**src/rtl/btn_ctrl_pkg.sv**
```systemverilog
// btn_ctrl_pkg: shared types and helpers for the button gesture controller.
//   state_e   : FSM state enum with fixed 3-bit codes, exported on state_o.
//   ms_to_cyc : milliseconds to clock cycles, evaluated at elaboration.
package btn_ctrl_pkg;

  typedef enum logic [2:0] {
    ST_IDLE     = 3'd0,
    ST_ONE      = 3'd1,
    ST_LONG     = 3'd2,
    ST_CHORD    = 3'd3,
    ST_WAIT_REL = 3'd4
  } state_e;

  // Divide first so large CLK_HZ values cannot overflow the 32-bit product.
  function automatic int ms_to_cyc(input int clk_hz, input int ms);
    return (clk_hz / 1000) * ms;
  endfunction

endpackage

```
**src/rtl/ms_timer.sv**
```systemverilog
// ms_timer: saturating cycle counter shared by the gesture FSM states.
//   clk, rst : clock, async active-high reset
//   clr      : restart at 0 on the next cycle
//   cmp      : compare value
//   tmr      : current count (0 in the first cycle after clr)
//   hit      : tmr == cmp
module ms_timer #(
  parameter int TW = 8
) (
  input  logic          clk,
  input  logic          rst,
  input  logic          clr,
  input  logic [TW-1:0] cmp,
  output logic [TW-1:0] tmr,
  output logic          hit
);

  logic [TW-1:0] tmr_q, tmr_d;

  // Saturate so a very long hold can never wrap back into the chord window.
  always_comb begin
    tmr_d = tmr_q;
    if (clr)         tmr_d = '0;
    else if (!(&tmr_q)) tmr_d = tmr_q + TW'(1);
  end

  always_ff @(posedge clk or posedge rst) begin
    if (rst) tmr_q <= '0;
    else     tmr_q <= tmr_d;
  end

  assign tmr = tmr_q;
  assign hit = (tmr_q == cmp);

endmodule

```
**src/rtl/btn_cnt_ctrl.sv**
```systemverilog
// btn_cnt_ctrl: two-button gesture controller owning the LED counter.
//   Actions: short-press step, long-press auto-repeat, two-button chord
//   clear, and wait-for-release after a chord.
//   clk, rst            : clock, async active-high reset
//   b1_press/b1_rel     : button 1 (increment) edge pulses
//   b2_press/b2_rel     : button 2 (decrement) edge pulses
//   b1_level/b2_level   : debounced held levels, 1 = pressed
//   cnt                 : counter value (modulo 2^W)
//   step_evt            : one-cycle pulse with every counter update
//   state_o             : current FSM state code
// Build option: define BTN_AUTOREPEAT_EN to include the LONG auto-repeat
// state; without it, ONE steps only on release of the starting button.
module btn_cnt_ctrl
  import btn_ctrl_pkg::*;
#(
  parameter int CLK_HZ    = 27_000_000,
  parameter int CHORD_MS  = 50,
  parameter int LONG_MS   = 500,
  parameter int REPEAT_MS = 100,
  parameter int W         = 6
) (
  input  logic         clk,
  input  logic         rst,
  input  logic         b1_press,
  input  logic         b1_rel,
  input  logic         b2_press,
  input  logic         b2_rel,
  input  logic         b1_level,
  input  logic         b2_level,
  output logic [W-1:0] cnt,
  output logic         step_evt,
  output logic [2:0]   state_o
);

  localparam int CHORD_CYC  = ms_to_cyc(CLK_HZ, CHORD_MS);
  localparam int LONG_CYC   = ms_to_cyc(CLK_HZ, LONG_MS);
  localparam int REPEAT_CYC = ms_to_cyc(CLK_HZ, REPEAT_MS);
  localparam int MAX_CYC    = (LONG_CYC > REPEAT_CYC) ? LONG_CYC : REPEAT_CYC;
  localparam int TW         = $clog2(MAX_CYC + 1);
  localparam logic [TW-1:0] CHORD_T = TW'(CHORD_CYC);

  if (CHORD_CYC < 1 || LONG_CYC < 1 || REPEAT_CYC < 1 || CHORD_CYC >= LONG_CYC) begin : g_bad_cfg
    $error("btn_cnt_ctrl: need cycle constants >= 1 and CHORD_CYC < LONG_CYC");
  end

  state_e         state_q, state_d;
  logic           src_q, src_d;     // 0 = button 1 started the gesture
  logic [W-1:0]   cnt_q, cnt_d;
  logic           step_q, step_d;
  logic           tmr_clr;
  logic [TW-1:0]  tmr, tmr_cmp;
  logic           tmr_hit;

  ms_timer #(.TW(TW)) u_tmr (
    .clk (clk),
    .rst (rst),
    .clr (tmr_clr),
    .cmp (tmr_cmp),
    .tmr (tmr),
    .hit (tmr_hit)
  );

`ifdef BTN_AUTOREPEAT_EN
  localparam logic [TW-1:0] LONG_T = TW'(LONG_CYC - 1);
  localparam logic [TW-1:0] REP_T  = TW'(REPEAT_CYC - 1);
  assign tmr_cmp = (state_q == ST_LONG) ? REP_T : LONG_T;
`else
  logic tmr_hit_unused;
  assign tmr_cmp        = '0;
  assign tmr_hit_unused = tmr_hit;
`endif

  logic         src_rel, oth_press;
  logic [W-1:0] step_val;
  logic         restart;

  assign src_rel   = src_q ? b2_rel   : b1_rel;
  assign oth_press = src_q ? b1_press : b2_press;
  assign step_val  = src_q ? (cnt_q - W'(1)) : (cnt_q + W'(1));

  always_comb begin
    state_d = state_q;
    src_d   = src_q;
    cnt_d   = cnt_q;
    step_d  = 1'b0;
    restart = 1'b0;
    case (state_q)
      ST_IDLE: begin
        if (b1_press && b2_press) begin
          state_d = ST_CHORD;
          cnt_d   = '0;
          step_d  = 1'b1;
        end else if (b1_press) begin
          state_d = ST_ONE;
          src_d   = 1'b0;
        end else if (b2_press) begin
          state_d = ST_ONE;
          src_d   = 1'b1;
        end
      end
      ST_ONE: begin
        // Release wins over a same-cycle press of the other button.
        if (src_rel) begin
          state_d = ST_IDLE;
          cnt_d   = step_val;
          step_d  = 1'b1;
        end else if (oth_press && (tmr < CHORD_T)) begin
          state_d = ST_CHORD;
          cnt_d   = '0;
          step_d  = 1'b1;
        end
`ifdef BTN_AUTOREPEAT_EN
        else if (tmr_hit) begin
          state_d = ST_LONG;
          cnt_d   = step_val;
          step_d  = 1'b1;
        end
`endif
      end
`ifdef BTN_AUTOREPEAT_EN
      ST_LONG: begin
        if (src_rel) begin
          state_d = ST_IDLE;
        end else if (tmr_hit) begin
          cnt_d   = step_val;
          step_d  = 1'b1;
          restart = 1'b1;
        end
      end
`endif
      // Counter was already cleared on the transition into CHORD.
      ST_CHORD: state_d = ST_WAIT_REL;
      ST_WAIT_REL: begin
        if (!b1_level && !b2_level) state_d = ST_IDLE;
      end
      default: state_d = ST_IDLE;
    endcase
  end

  assign tmr_clr = (state_d != state_q) || restart;

  always_ff @(posedge clk or posedge rst) begin
    if (rst) begin
      state_q <= ST_IDLE;
      src_q   <= 1'b0;
      cnt_q   <= '0;
      step_q  <= 1'b0;
    end else begin
      state_q <= state_d;
      src_q   <= src_d;
      cnt_q   <= cnt_d;
      step_q  <= step_d;
    end
  end

  assign cnt      = cnt_q;
  assign step_evt = step_q;
  assign state_o  = state_q;

endmodule

```
**config.mk**
```make
export PLATFORM = sky130hd
export DESIGN_NAME = btn_cnt_ctrl
export DESIGN_NICKNAME = d
export VERILOG_FILES = /design/src/rtl/btn_ctrl_pkg.sv /design/src/rtl/ms_timer.sv /design/src/rtl/btn_cnt_ctrl.sv
export SDC_FILE = /design/constraint.sdc
export NUM_CORES = 1
export LEC_CHECK = 0
export CAP_MARGIN = 15
export CORE_MARGIN = 10
export CORE_UTILIZATION = 30
export DETAILED_ROUTE_END_ITERATION = 10
export PLACE_DENSITY_LB_ADDON = 0.12
export SYNTH_ARGS = -nofsm -noshare
export SYNTH_HDL_FRONTEND = slang
export SYNTH_SLANG_ARGS = --single-unit
export TNS_END_PERCENT = 5
```
**constraint.sdc**
```tcl
create_clock -name clk -period 2.9 [get_ports clk]
set_clock_uncertainty 0.1 [all_clocks]
set_input_delay 0.87 -clock clk [delete_from_list [all_inputs] [get_ports clk]]
set_output_delay 0.87 -clock clk [all_outputs]
set_load 0.02 [all_outputs]
```
## After elaboration in Yosys (flattened, before gate mapping)

Index checks and enable logic that the tools add are counted.
W data, S select, Z words.

- Word-level logic and storage cells: 50
- Register bits after elaboration: 35
- Output and inout bits: 10
- Bits of input ports: 8

- Bitwise gates (word level): 1
- Magnitude comparators: 1
- Multiplexer cells: 22
- Eq/ne operators: 7
- Add/subtract/negate cells: 3
- Reduce and logical (&&, ||, !) cells: 11

Operators by type and width:

| operator | number |
|---|---|
| $mux W24 | 2 |
| $add A24 B1 Y24 const B | 1 |
| $lt A24 B21 Y1 const B | 1 |
| $mux W6 | 4 |
| $reduce_and A24 Y1 | 1 |
| $mux W3 | 6 |
| $pmux W3 S4 | 1 |
| $pmux W6 S2 | 1 |
| $mux W1 | 7 |
| $add A6 B1 Y6 const B | 1 |
| $reduce_and A3 Y1 | 2 |
| $sub A6 B1 Y6 const B | 1 |
| $ne A2 B2 Y1 const B | 2 |
| $reduce_bool A2 Y1 | 2 |
| $eq A3 B1 Y1 const B | 1 |
| $eq A3 B2 Y1 const B | 1 |
| $eq A3 B3 Y1 const B | 1 |
| $logic_and A1 B1 Y1 | 3 |
| $logic_not A3 Y1 | 1 |
| $ne A3 B3 Y1 | 1 |
| $ne A3 B3 Y1 const B | 1 |
| $logic_not A1 Y1 | 2 |
| $pmux W1 S2 | 1 |
| $not A1 Y1 | 1 |

## Logic depth before layout (Yosys ltp)

Gate-level depths: netlist of the first run.

- Depth after elaboration: 7
- Mapped depth: 7
- Mapped depth without buffers: 6

## Hierarchy

From an unflattened synthesis of the first run, not the netlist that was laid out.

- Cells, all modules: 260
- Area total of the unflattened synthesis: 2,398.6 µm²

By module, submodules not included:

| module | area each (µm²) | seq. area each (µm²) | cells an instance | instances |
|---|---|---|---|---|
| ms_timer | 1,564.0 | 600.6 | 171 | 1 |
| btn_cnt_ctrl | 834.6 | 275.3 | 89 | 1 |

## Worst setup path after synthesis of the first run

No wires, ideal clock.

- Kind: input-to-reg
- From: in b1_press
- To: reg u_tmr.tmr_q[11] (netlist: u_tmr.tmr[11])
- Required time: 2.727 ns
- Path buffers: 1
- Setup slack: 0.658 ns
- Cell stages on the path: 6
- Data arrival time: 2.069 ns
- Setup time: 0.073 ns
- Path through: ha_1 o41a_1 o21ai_0 nand4b_4 buf_6 a21oi_2

- Cells in the longest elaborated chain, start to end: 7
- Elaborated cells on any way between the ends: 11
- Those cells by class: eq/ne (2); mux (7); reduce/logical (2)

RTL lines:

| element | line | RTL |
|---|---|---|
| start, declared | btn_cnt_ctrl.sv:24 | `input logic b1_press,` |
| $mux W1 | btn_cnt_ctrl.sv:78 | `assign oth_press = src_q ? b1_press : b2_press;` |
| $logic_and A1 B1 Y1 | btn_cnt_ctrl.sv:107 | `end else if (oth_press && (tmr < CHORD_T)) begin` |
| $mux W3 | btn_cnt_ctrl.sv:107 |  |
| $mux W3 | btn_cnt_ctrl.sv:103 | `if (src_rel) begin` |
| $pmux W3 S4 * | btn_cnt_ctrl.sv:87 | `case (state_q)` |
| $ne A3 B3 Y1 * | btn_cnt_ctrl.sv:140 | `assign tmr_clr = (state_d != state_q) \|\| restart;` |
| $ne A2 B2 Y1 (no line) or $mux W24 (tied branches) | n/a |  |
| end signal, assigned | ms_timer.sv:29 | `else tmr_q <= tmr_d;` |
| end, declared | ms_timer.sv:18 | `logic [TW-1:0] tmr_q, tmr_d;` |

Mark *: on every way between the ends. The rest lies on a longest branch, timed or not.
A chain may end at the register's enable or synchronous reset.

## Worst setup path in the final report of the first run

- From: in b2_press
- To: reg u_tmr.tmr_q[12] (netlist: u_tmr.tmr[12])

- Cells in the longest elaborated chain, start to end: 7
- Elaborated cells on any way between the ends: 12
- Those cells by class: eq/ne (2); mux (8); reduce/logical (2)

RTL lines:

| element | line | RTL |
|---|---|---|
| start, declared | btn_cnt_ctrl.sv:26 | `input logic b2_press,` |
| $mux W1 | btn_cnt_ctrl.sv:78 |  |
| $logic_and A1 B1 Y1 | btn_cnt_ctrl.sv:107 |  |
| $mux W3 | btn_cnt_ctrl.sv:107 |  |
| $mux W3 | btn_cnt_ctrl.sv:103 |  |
| $pmux W3 S4 * | btn_cnt_ctrl.sv:87 |  |
| $ne A3 B3 Y1 * | btn_cnt_ctrl.sv:140 |  |
| $ne A2 B2 Y1 (no line) or $mux W24 (tied branches) | n/a |  |

Marks and branches as above.

==> run metrics, run 1 <==
Synth Area in Simple Gates=between 20% and 30%; # rows=31; CP peak stage delay=between 0.4 and 0.5 ns; switching pwr=739 uW; Mapped Nets=239; max_slew headroom=61.4%; synthesized-area fraction occupied by adder cells=4.28%; CTS tree=done; largest net degree at the start of global routing=36; RSZ-0062 raised after global routing=false; Leak=1.04 nW; iteration-0 DRC count of the detailed router=55; Layout Cells excl Fill=349; FF+latch count, synth=35; Final Setup Violations=0; Die W=106 um; max_cap viols=0; post-synthesis sequential area ratio=approximately 39%; Sw Share=37.9%; reg-to-reg slack, setup=0.62 ns; Final Power=1.95 mW; met2 WL post-DR=between 2000 and 2500 um; Die H=approximately 110 um; diode count=0; Primary FF master, synth=dfrtp_1; Crit-path slowest cell=clkdlybuf4s50_1; Post-synth EDFFs=0; mux share of post-synthesis cell area=under 10%; final setup TNS=0 ns; Syn Area/Cell=between 9 and 10 um2; htree depth=2; fin util=between 30% and 40%; initial antenna violation count=0; post-synth top area cell=dfrtp_1; grt total ovfl=0; Initial DRT Pass Iterations=6; Synthesis Warnings=0; worst r2r dst=cnt[5]; Cell variety after synth=56; placed cell count=341; setup bufs post-CTS=0; CP Capture Type=flip-flop; async set or reset register ratio after synthesis=100%; all-layer global routing usage=9.72%; share of cells above drive strength 1=16.0%; DRC viols=0; Max FO, Critical Path=8; first-pass GRT wire length=around 9000 um; Routed wire per std cell=between 10 and 15 um; Critical Path RT=around 3 ns; Internal=around 1.2 mW; Post-Synth XOR/XNOR Area=6.70%; crit path DAT=roughly 2.7 ns; hold worst-path end=cnt[2]; worst hold start=cnt[2]; Post-Synthesis Cells=roughly 220; Hold Path Cell Cnt=1; crit path cell chain=clkdlybuf4s50_1 > ha_1 > o41a_1 > o21ai_0 > nand4b_4 > buf_12 > a21oi_1; maximum VDD drop=0.372 mV; area grow syn2layout=18.8%; total CTS buffers=5; vias in the first global route=1,801; Flop pwr share=33.8%; top cell type's share of synthesized area=39.4%; clock root buffer master=clkbuf_8; dpl hpwl=approximately 3700 um; Combinational Power Share=45.7%; nets@finish=roughly 260; main combinational cell family by area after synthesis=simple AND/OR/NAND/NOR gates; Bufs on Longest Clock Path=2; core area=slightly above 7000 um2; worst hold path type=reg2reg; wl on met1=between 2000 and 3000 um; Total Die Area=11,200 um2; Tcrit/Tclk final=between 80% and 90%; fin crit period=2.59 ns; detailed-route via count=1,743; Routed WL=5130 um; clock power share=between 20 and 25%; clk_lat worst skew=0.29 ns; RD Place Congestion=0.737; startpoint types=input port; max-slew violations=0; Fin. Hold Viols=0; Ports=18; most common cell after layout, fill and taps aside=dfrtp_1; Power Dens Cells=738 nW/um2; Vias/cell=between 4 and 5; max layer used=met4; r2r startpoint=src_q; PortBufs=17; Resized cells post-CTS=0; reg2reg path depth=5; met3 routed WL=121 um; Synth Area in Compound Gates=18.3%; Setup Crit Path Kind=in2reg; CTS Hold Buffers Added=0; commonest cells after routing, fill and taps aside=35 x dfrtp_1, 23 x nor2_1, 19 x nand2_1; Routed Antenna Nets=0; initial core utilization=30.8%; CTS Sinks=35; Max Freq=0.386 GHz; post-synthesis instance area=2220 um2; top post-synthesis cells by area=dfrtp_1 39%, xnor2_1 4.7%, nor2_1 3.9%, ha_1 3.4%, nand2_1 3.2%; Worst-Margin Slew=0.564 ns; outcome=finished, final reports clean; Reg clk slew, reported paths=around 0.080 ns
[worst max-delay path by stage]
stage                         from            end  slack (ns)
after floorplan           b1_press  u_tmr.tmr[11]        0.66
after global placement    b2_press  u_tmr.tmr[23]        0.03
after detailed placement  b2_press  u_tmr.tmr[12]       -0.02
after CTS                 b2_press  u_tmr.tmr[12]        0.30
after global routing      b2_press  u_tmr.tmr[17]        0.16
final                     b2_press  u_tmr.tmr[12]        0.31
[critical path: cells and delay by family]
family / cells / cell delay [ns]
AOI/OAI and AO/OA: 3 / 0.70
and+or+nand+nor: 1 / 0.26
buffers and inverters: 2 / 0.66
adders and majority gates: 1 / 0.21
[cells by family after synthesis]
kind of cell	Yosys count
adders and majority gates	7
xor gates and xnor gates	17
buffers and inverters	16
muxes	4
AOI/OAI and AO/OA	54
DFF	35
and+or+nand+nor	91
[routing by layer]
| metal | global-route usage [%] | vias up |
|---|---|---|
| li1 | - | 886 |
| met1 | 13.2 | 828 |
| met2 | 15.1 | 22 |
| met3 | 1.75 | 7 |
| met4 | 3.48 | 0 |
| met5 | 0 | - |
[cell usage after synthesis, types with 3 or more instances]
cell and instances:
o31ai_1 4, inv_1 6, dfrtp_1 35, or4b_1 3, nor2_2 3, xnor2_1 12
xor2_1 5, a21oi_2 5, nand3_1 8, ha_1 6, o21ai_0 8, a21o_1 3
a22o_1 3, buf_6 5, nand4_1 8, a211oi_1 6, nand2_1 19, and3_1 4
a21oi_1 6, a2111oi_1 3, nor2_1 23, or4_1 3
[per-stage QoR]
| step | hold WS, ns | instance area [um2] | worst slack (ns) |
|---|---|---|---|
| after floorplan | 0.430 | 2220 | 0.658 |
| after global placement | 0.424 | 2540 | 0.0313 |
| after detailed placement | 0.429 | 2540 | -0.0172 |
| after CTS | 0.455 | 2640 | 0.296 |
| after global routing | 0.463 | 2640 | 0.164 |
| final | 0.447 | 2640 | 0.307 |
[state kept, by name (all words and copies together), names as in the netlist]
register / cells
cnt: 6
src_q: 1
state_o: 3
step_evt: 1
u_tmr.tmr: 24
[power groups by stage]
stage | Combinational (mW) | Clock, mW | Sequential [mW]
after global routing | 0.998 | 0.434 | 0.677
after global placement | 0.901 | 0 | 0.670
final | 0.891 | 0.399 | 0.659
after CTS | 0.906 | 0.412 | 0.660
after detailed placement | 0.901 | 0 | 0.670
after floorplan | 0.540 | 0 | 0.701
[layout make-up]
type	instances	area (um2)
fillers	761	4570
multi-input cells	173	1240
flip-flops and latches	35	876
repair buffers	28	278
well taps	99	124
clock buffers	8	100
inverters	6	22.5
Note: power is estimated with default switching activity, not from simulation.
==> run 2, diff against run 1 <==
clock period = 2.45 ns   (was 2.9 ns; I/O delays follow)
==> run 2 against run 1 <==
Total power rose by 20%. Critical path depth rose by 2. Clock power rose by 17%. Die area did not move. Sequential cell count did not move. Combinational power rose by 23%. Routed wire length barely moved. Final cell count rose by 3.2%. Non-clock buffer count rose by 11. Worst setup slack got worse by 0.20 ns.
==> run metrics, run 2 (synthesis gave the netlist of run 1 again) <==
max-slew violations=0 (unchanged); Initial DRT Pass Iterations=4 (was 6); share of cells above drive strength 1=19.9% (was 16.0%); Vias/cell=4.96 (was 4.99); RSZ-0062 raised after global routing=false (unchanged); Worst Hold Slack=0.435 ns (was 0.447 ns); vias in the first global route=1,798 (was 1,801); clk_lat worst skew=0.29 ns (about the same); Final Setup Violations=0 (unchanged); # rows=31 (unchanged); PortBufs=17 (unchanged); Worst-Margin Slew=0.541 ns (was 0.564 ns); CTS Sinks=35 (unchanged); Routed wire per std cell=14.3 um (was 14.7 um); CTS tree=done (unchanged); core area=7210 um2 (unchanged); Crit. Startpoint=b2_press (unchanged); detailed-route via count=1,787 (was 1,743); diode count=0 (unchanged); number of flip-flops in the largest register=24 (unchanged); CP Capture Type=flip-flop (unchanged); commonest cells after routing, fill and taps aside=34 x dfrtp_1, 23 x nor2_1, 22 x buf_4 (was 35 x dfrtp_1, 23 x nor2_1, 19 x nand2_1); Fin. Hold Viols=0 (unchanged); max_slew headroom=63.0% (was 61.4%); Total Die Area=11,200 um2 (unchanged); Ports=18 (unchanged); switching pwr=878 uW (was 739 uW); reg2reg path depth=8 (was 5); Die H=106 um (unchanged); Critical Path RT=2.53 ns (was 3.01 ns); worst hold start=cnt[3] (was cnt[2]); Max FO, Critical Path=4 (was 8); crit path cell chain=clkdlybuf4s50_1 > buf_4 > mux2_2 > o211ai_1 > buf_4 > nor2_1 > a21oi_4 > buf_4 > mux2_2 (was clkdlybuf4s50_1 > ha_1 > o41a_1 > o21ai_0 > nand4b_4 > buf_12 > a21oi_1); fin crit period=2.34 ns; startpoint types=input port (unchanged); worst hold path type=reg2reg (unchanged); area grow syn2layout=21.8% (was 18.8%); crit path DAT=2.42 ns (was 2.70 ns); outcome=finished, final reports clean (unchanged); Combinational Power Share=47.1% (was 45.7%); DRC viols=0 (unchanged); RD Place Congestion=0.770 (was 0.737); r2r startpoint=u_tmr.tmr[19] (was src_q); Sw Share=37.6% (was 37.9%); initial core utilization=30.8% (unchanged); Power Dens Cells=862 nW/um2 (was 738 nW/um2); Tcrit/Tclk final=roughly 96%; clock root buffer master=clkbuf_8 (unchanged); most common cell after layout, fill and taps aside=dfrtp_1 (unchanged); total CTS buffers=5 (unchanged); Max Freq=0.427 GHz; Internal=1.46 mW (was 1.21 mW); clock power share=19.9% (was 20.5%); Routed WL=5130 um (about the same); nets@finish=275 (was 264); Final Power=2.33 mW (was 1.95 mW); initial antenna violation count=0 (unchanged); Reg clk slew, reported paths=0.08 ns (about the same); Bufs on Longest Clock Path=2 (unchanged); Leak=1.08 nW (was 1.04 nW); dpl hpwl=3830 um (was 3680 um); maximum VDD drop=0.268 mV (was 0.372 mV); all-layer global routing usage=9.62% (was 9.72%); Most Frequent Cell on Critical Path=buf_4; Routed Antenna Nets=0 (unchanged); CP peak stage delay=0.51 ns (was 0.44 ns); Hold Path Cell Cnt=1 (unchanged); grt total ovfl=0 (unchanged); htree depth=2 (unchanged); Die W=106 um (unchanged); largest net degree at the start of global routing=36 (unchanged); iteration-0 DRC count of the detailed router=79 (was 55); max_cap viols=0 (unchanged); Setup Crit Path Kind=in2reg (unchanged); Flop pwr share=32.9% (was 33.8%); first-pass GRT wire length=8930 um (was 9000 um); Crit-path slowest cell=clkdlybuf4s50_1 (unchanged)
-- run 2: timing repair --
item	CTS	global route
endpoints found under the setup margin	0	10
resized for setup	0	3
setup buffers	0	2
hold buffers	0	0
-- run 2: final cells by class --
type                       count  area (um2)
clock buffer                   8         100
timing repair buffer          39         335
tap                           99         124
fill                         781        4510
multi-input combinational    173        1250
inverter                       6        22.5
sequential                    35         877
-- run 2: final timing paths --
| kind | end | slack (ns) |
|---|---|---|
| max | cnt[0] | 0.11 |
| min | cnt[3] | 0.44 |
| max reg2reg | cnt[0] | 0.15 |
| min reg2reg | cnt[3] | 0.44 |
| max in group asynchronous | src_q | 1.15 |
| min in group asynchronous | u_tmr.tmr[11] | 0.75 |
-- run 2: per-stage QoR --
stage / utilization (%) / TNS (ns) / area, um2 / setup WS [ns] / cells
floorplan: - / 0 / 2220 / 0.343 / 224
global placement: 35.8 / -4.04 / 2580 / -0.215 / 350
detailed placement: 35.8 / -5.01 / 2580 / -0.250 / 350
CTS: 37.2 / 0 / 2680 / 0.0404 / 358
global route: 37.5 / 0 / 2710 / 0.0184 / 360
finish: 37.5 / 0 / 2710 / 0.107 / 360
-- run 2: per-layer routing --
metal,GRT usage (%),wire [um]
met3,1.93,134
met2,14.3,2310
met4,3.48,66
met5,0,0
met1,13.5,2630
-- run 2: critical path, delay by kind of cell --
family	cells	cell delay, ns
buffers and inverters	4	0.93
multiplexers	2	0.39
AO/OA/AOI/OAI	2	0.21
AND/OR/NAND/NOR	1	0.16
-- run 2: power groups by stage --
| stage | logic [mW] | clock network [mW] | registers, mW |
|---|---|---|---|
| after global routing | 1.23 | 0.515 | 0.784 |
| after detailed placement | 1.07 | 0 | 0.777 |
| final | 1.10 | 0.466 | 0.768 |
| after floorplan | 0.639 | 0 | 0.830 |
| after global placement | 1.06 | 0 | 0.778 |
| after CTS | 1.07 | 0.492 | 0.766 |
==> run 3, diff against run 2 <==
RECOVER_POWER = 25   (was not set)
SKIP_LAST_GASP = 1   (was not set)
==> run 3 against run 2 <==
Final cell count stayed put. Register-to-register slack better by 0.02 ns. Sequential cell count stayed put. First-iteration DRC count is 1.3% lower. Die area stayed put.
==> run metrics, run 3 (synthesis gave the netlist of run 1 again) <==
first-pass GRT wire length=8930 um (unchanged); CTS Sinks=35 (unchanged); outcome=finished, final reports clean (unchanged); Routed Antenna Nets=0 (unchanged); met2 WL post-DR=2310 um (unchanged); Ports=18 (unchanged); max-slew violations=0 (unchanged); Fin. Hold Viols=0 (unchanged); Worst-Margin Slew=0.911 ns (was 0.541 ns); max layer used=met4 (unchanged); detailed-route via count=1,789 (was 1,787); Power Dens Cells=863 nW/um2 (was 862 nW/um2); max_slew headroom=39.2% (was 63.0%); Die H=106 um (unchanged); Vias/cell=4.97 (was 4.96); grt total ovfl=0 (unchanged); worst hold path type=reg2reg (unchanged); dpl hpwl=3830 um (unchanged); dpl ws=-0.250 ns (unchanged); Die W=106 um (unchanged); number of flip-flops in the largest register=24 (unchanged); Routed wire per std cell=14.2 um (was 14.3 um); CTS tree=done (unchanged); Hold Path Cell Cnt=1 (unchanged); met3 routed WL=123 um (was 134 um); initial core utilization=30.8% (unchanged); final worst slack=0.107 ns (about the same); clk_lat worst skew=0.29 ns (about the same); total CTS buffers=5 (unchanged); startpoint types=input port (unchanged); r2r startpoint=u_tmr.tmr[19] (unchanged); Multi-input gate area=1250 um2 (unchanged); fin crit period=2.34 ns (about the same); crit path DAT=2.42 ns (about the same); vias in the first global route=1,798 (unchanged); DRC viols=0 (unchanged); FF+latch area=876 um2 (was 877 um2); worst hold start=cnt[3] (unchanged); fillers=781 (unchanged); Leak=1.08 nW (about the same); all-layer global routing usage=9.62% (unchanged); Worst Hold Slack=0.435 ns (about the same); Placed Area=2580 um2 (unchanged); wl on met1=2630 um (about the same); maximum VDD drop=0.268 mV (about the same); Max FO, Critical Path=4 (unchanged); clock root buffer master=clkbuf_8 (unchanged); htree depth=2 (unchanged); share of cells above drive strength 1=19.5% (was 19.9%); most common cell after layout, fill and taps aside=dfrtp_1 (unchanged); RD Place Congestion=0.770 (unchanged); hold worst-path end=cnt[3] (unchanged); Max Freq=0.427 GHz (about the same); core area=7210 um2 (unchanged); worst r2r dst=cnt[0] (unchanged); commonest cells after routing, fill and taps aside=35 x dfrtp_1, 23 x nor2_1, 21 x buf_4 (was 34 x dfrtp_1, 23 x nor2_1, 22 x buf_4); Setup Crit Path Kind=in2reg (unchanged); RSZ-0062 raised after global routing=true (was false); nets@finish=275 (unchanged); Reg clk slew, reported paths=0.08 ns (about the same); largest net degree at the start of global routing=36 (unchanged); Critical Path RT=2.53 ns (about the same); diode count=0 (unchanged); iteration-0 DRC count of the detailed router=78 (was 79); Tcrit/Tclk final=95.6% (about the same); Bufs on Longest Clock Path=2 (unchanged); reg2reg path depth=8 (unchanged); Initial DRT Pass Iterations=4 (unchanged); area grow syn2layout=21.6% (was 21.8%); CP Capture Type=flip-flop (unchanged); reg-to-reg slack, setup=0.17 ns (was 0.15 ns); Routed WL=5130 um (about the same); PortBufs=17 (unchanged); max_cap viols=0 (unchanged); # rows=31 (unchanged); fin area=2700 um2 (was 2710 um2); initial antenna violation count=0 (unchanged); Final Setup Violations=0 (unchanged); Total Die Area=11,200 um2 (unchanged)
-- run 3: critical path, stage by stage --
cell and delay (ns):
clkdlybuf4s50_1 0.51, buf_4 0.13, mux2_2 0.14, o211ai_1 0.11
buf_4 0.15, nor2_1 0.16, a21oi_4 0.10, buf_4 0.14
mux2_2 0.25
-- run 3: cell type report --
class                   count  area share, %
inverters                   6          0.833
flip-flops and latches     35           32.4
multi-input cells         173           46.2
clock buffers               8           3.70
repair buffers             39           12.3
well taps                  99           4.58
-- run 3: worst max path at each step --
| stage | startpoint | end | depth (start not counted) |
|---|---|---|---|
| final | b2_press | cnt[0] | 9 |
| after global routing | src_q | cnt[5] | 5 |
| after CTS | b2_press | cnt[5] | 9 |
| after detailed placement | b2_press | cnt[5] | 9 |
| after global placement | b2_press | cnt[5] | 9 |
| after floorplan | b1_press | u_tmr.tmr[11] | 6 |
-- run 3: what timing repair did --
item,CTS,global route
hold buffers,0,0
setup buffers,0,2
resized for setup,0,2
setup endpoints to repair,0,10
-- run 3: metal layers --
| layer | vias up | track usage [%] |
|---|---|---|
| met1 | 853 | 13.5 |
| li1 | 906 | - |
| met3 | 5 | 1.93 |
| met5 | - | 0 |
| met4 | 0 | 3.48 |
| met2 | 25 | 14.3 |
-- run 3: power breakdown --
group,switching [mW],internal [mW]
Clock,0.209,0.257
Sequential,0.104,0.663
Combinational,0.566,0.534
-- run 3: through the flow --
step / std cells / TNS, ns / power (mW) / util, %
after floorplan: 224 / 0 / 1.47 / -
after global placement: 350 / -4.04 / 1.84 / 35.8
after detailed placement: 350 / -5.01 / 1.84 / 35.8
after CTS: 358 / 0 / 2.33 / 37.2
after global routing: 360 / -0.00574 / 2.52 / 37.5
final: 360 / 0 / 2.33 / 37.5
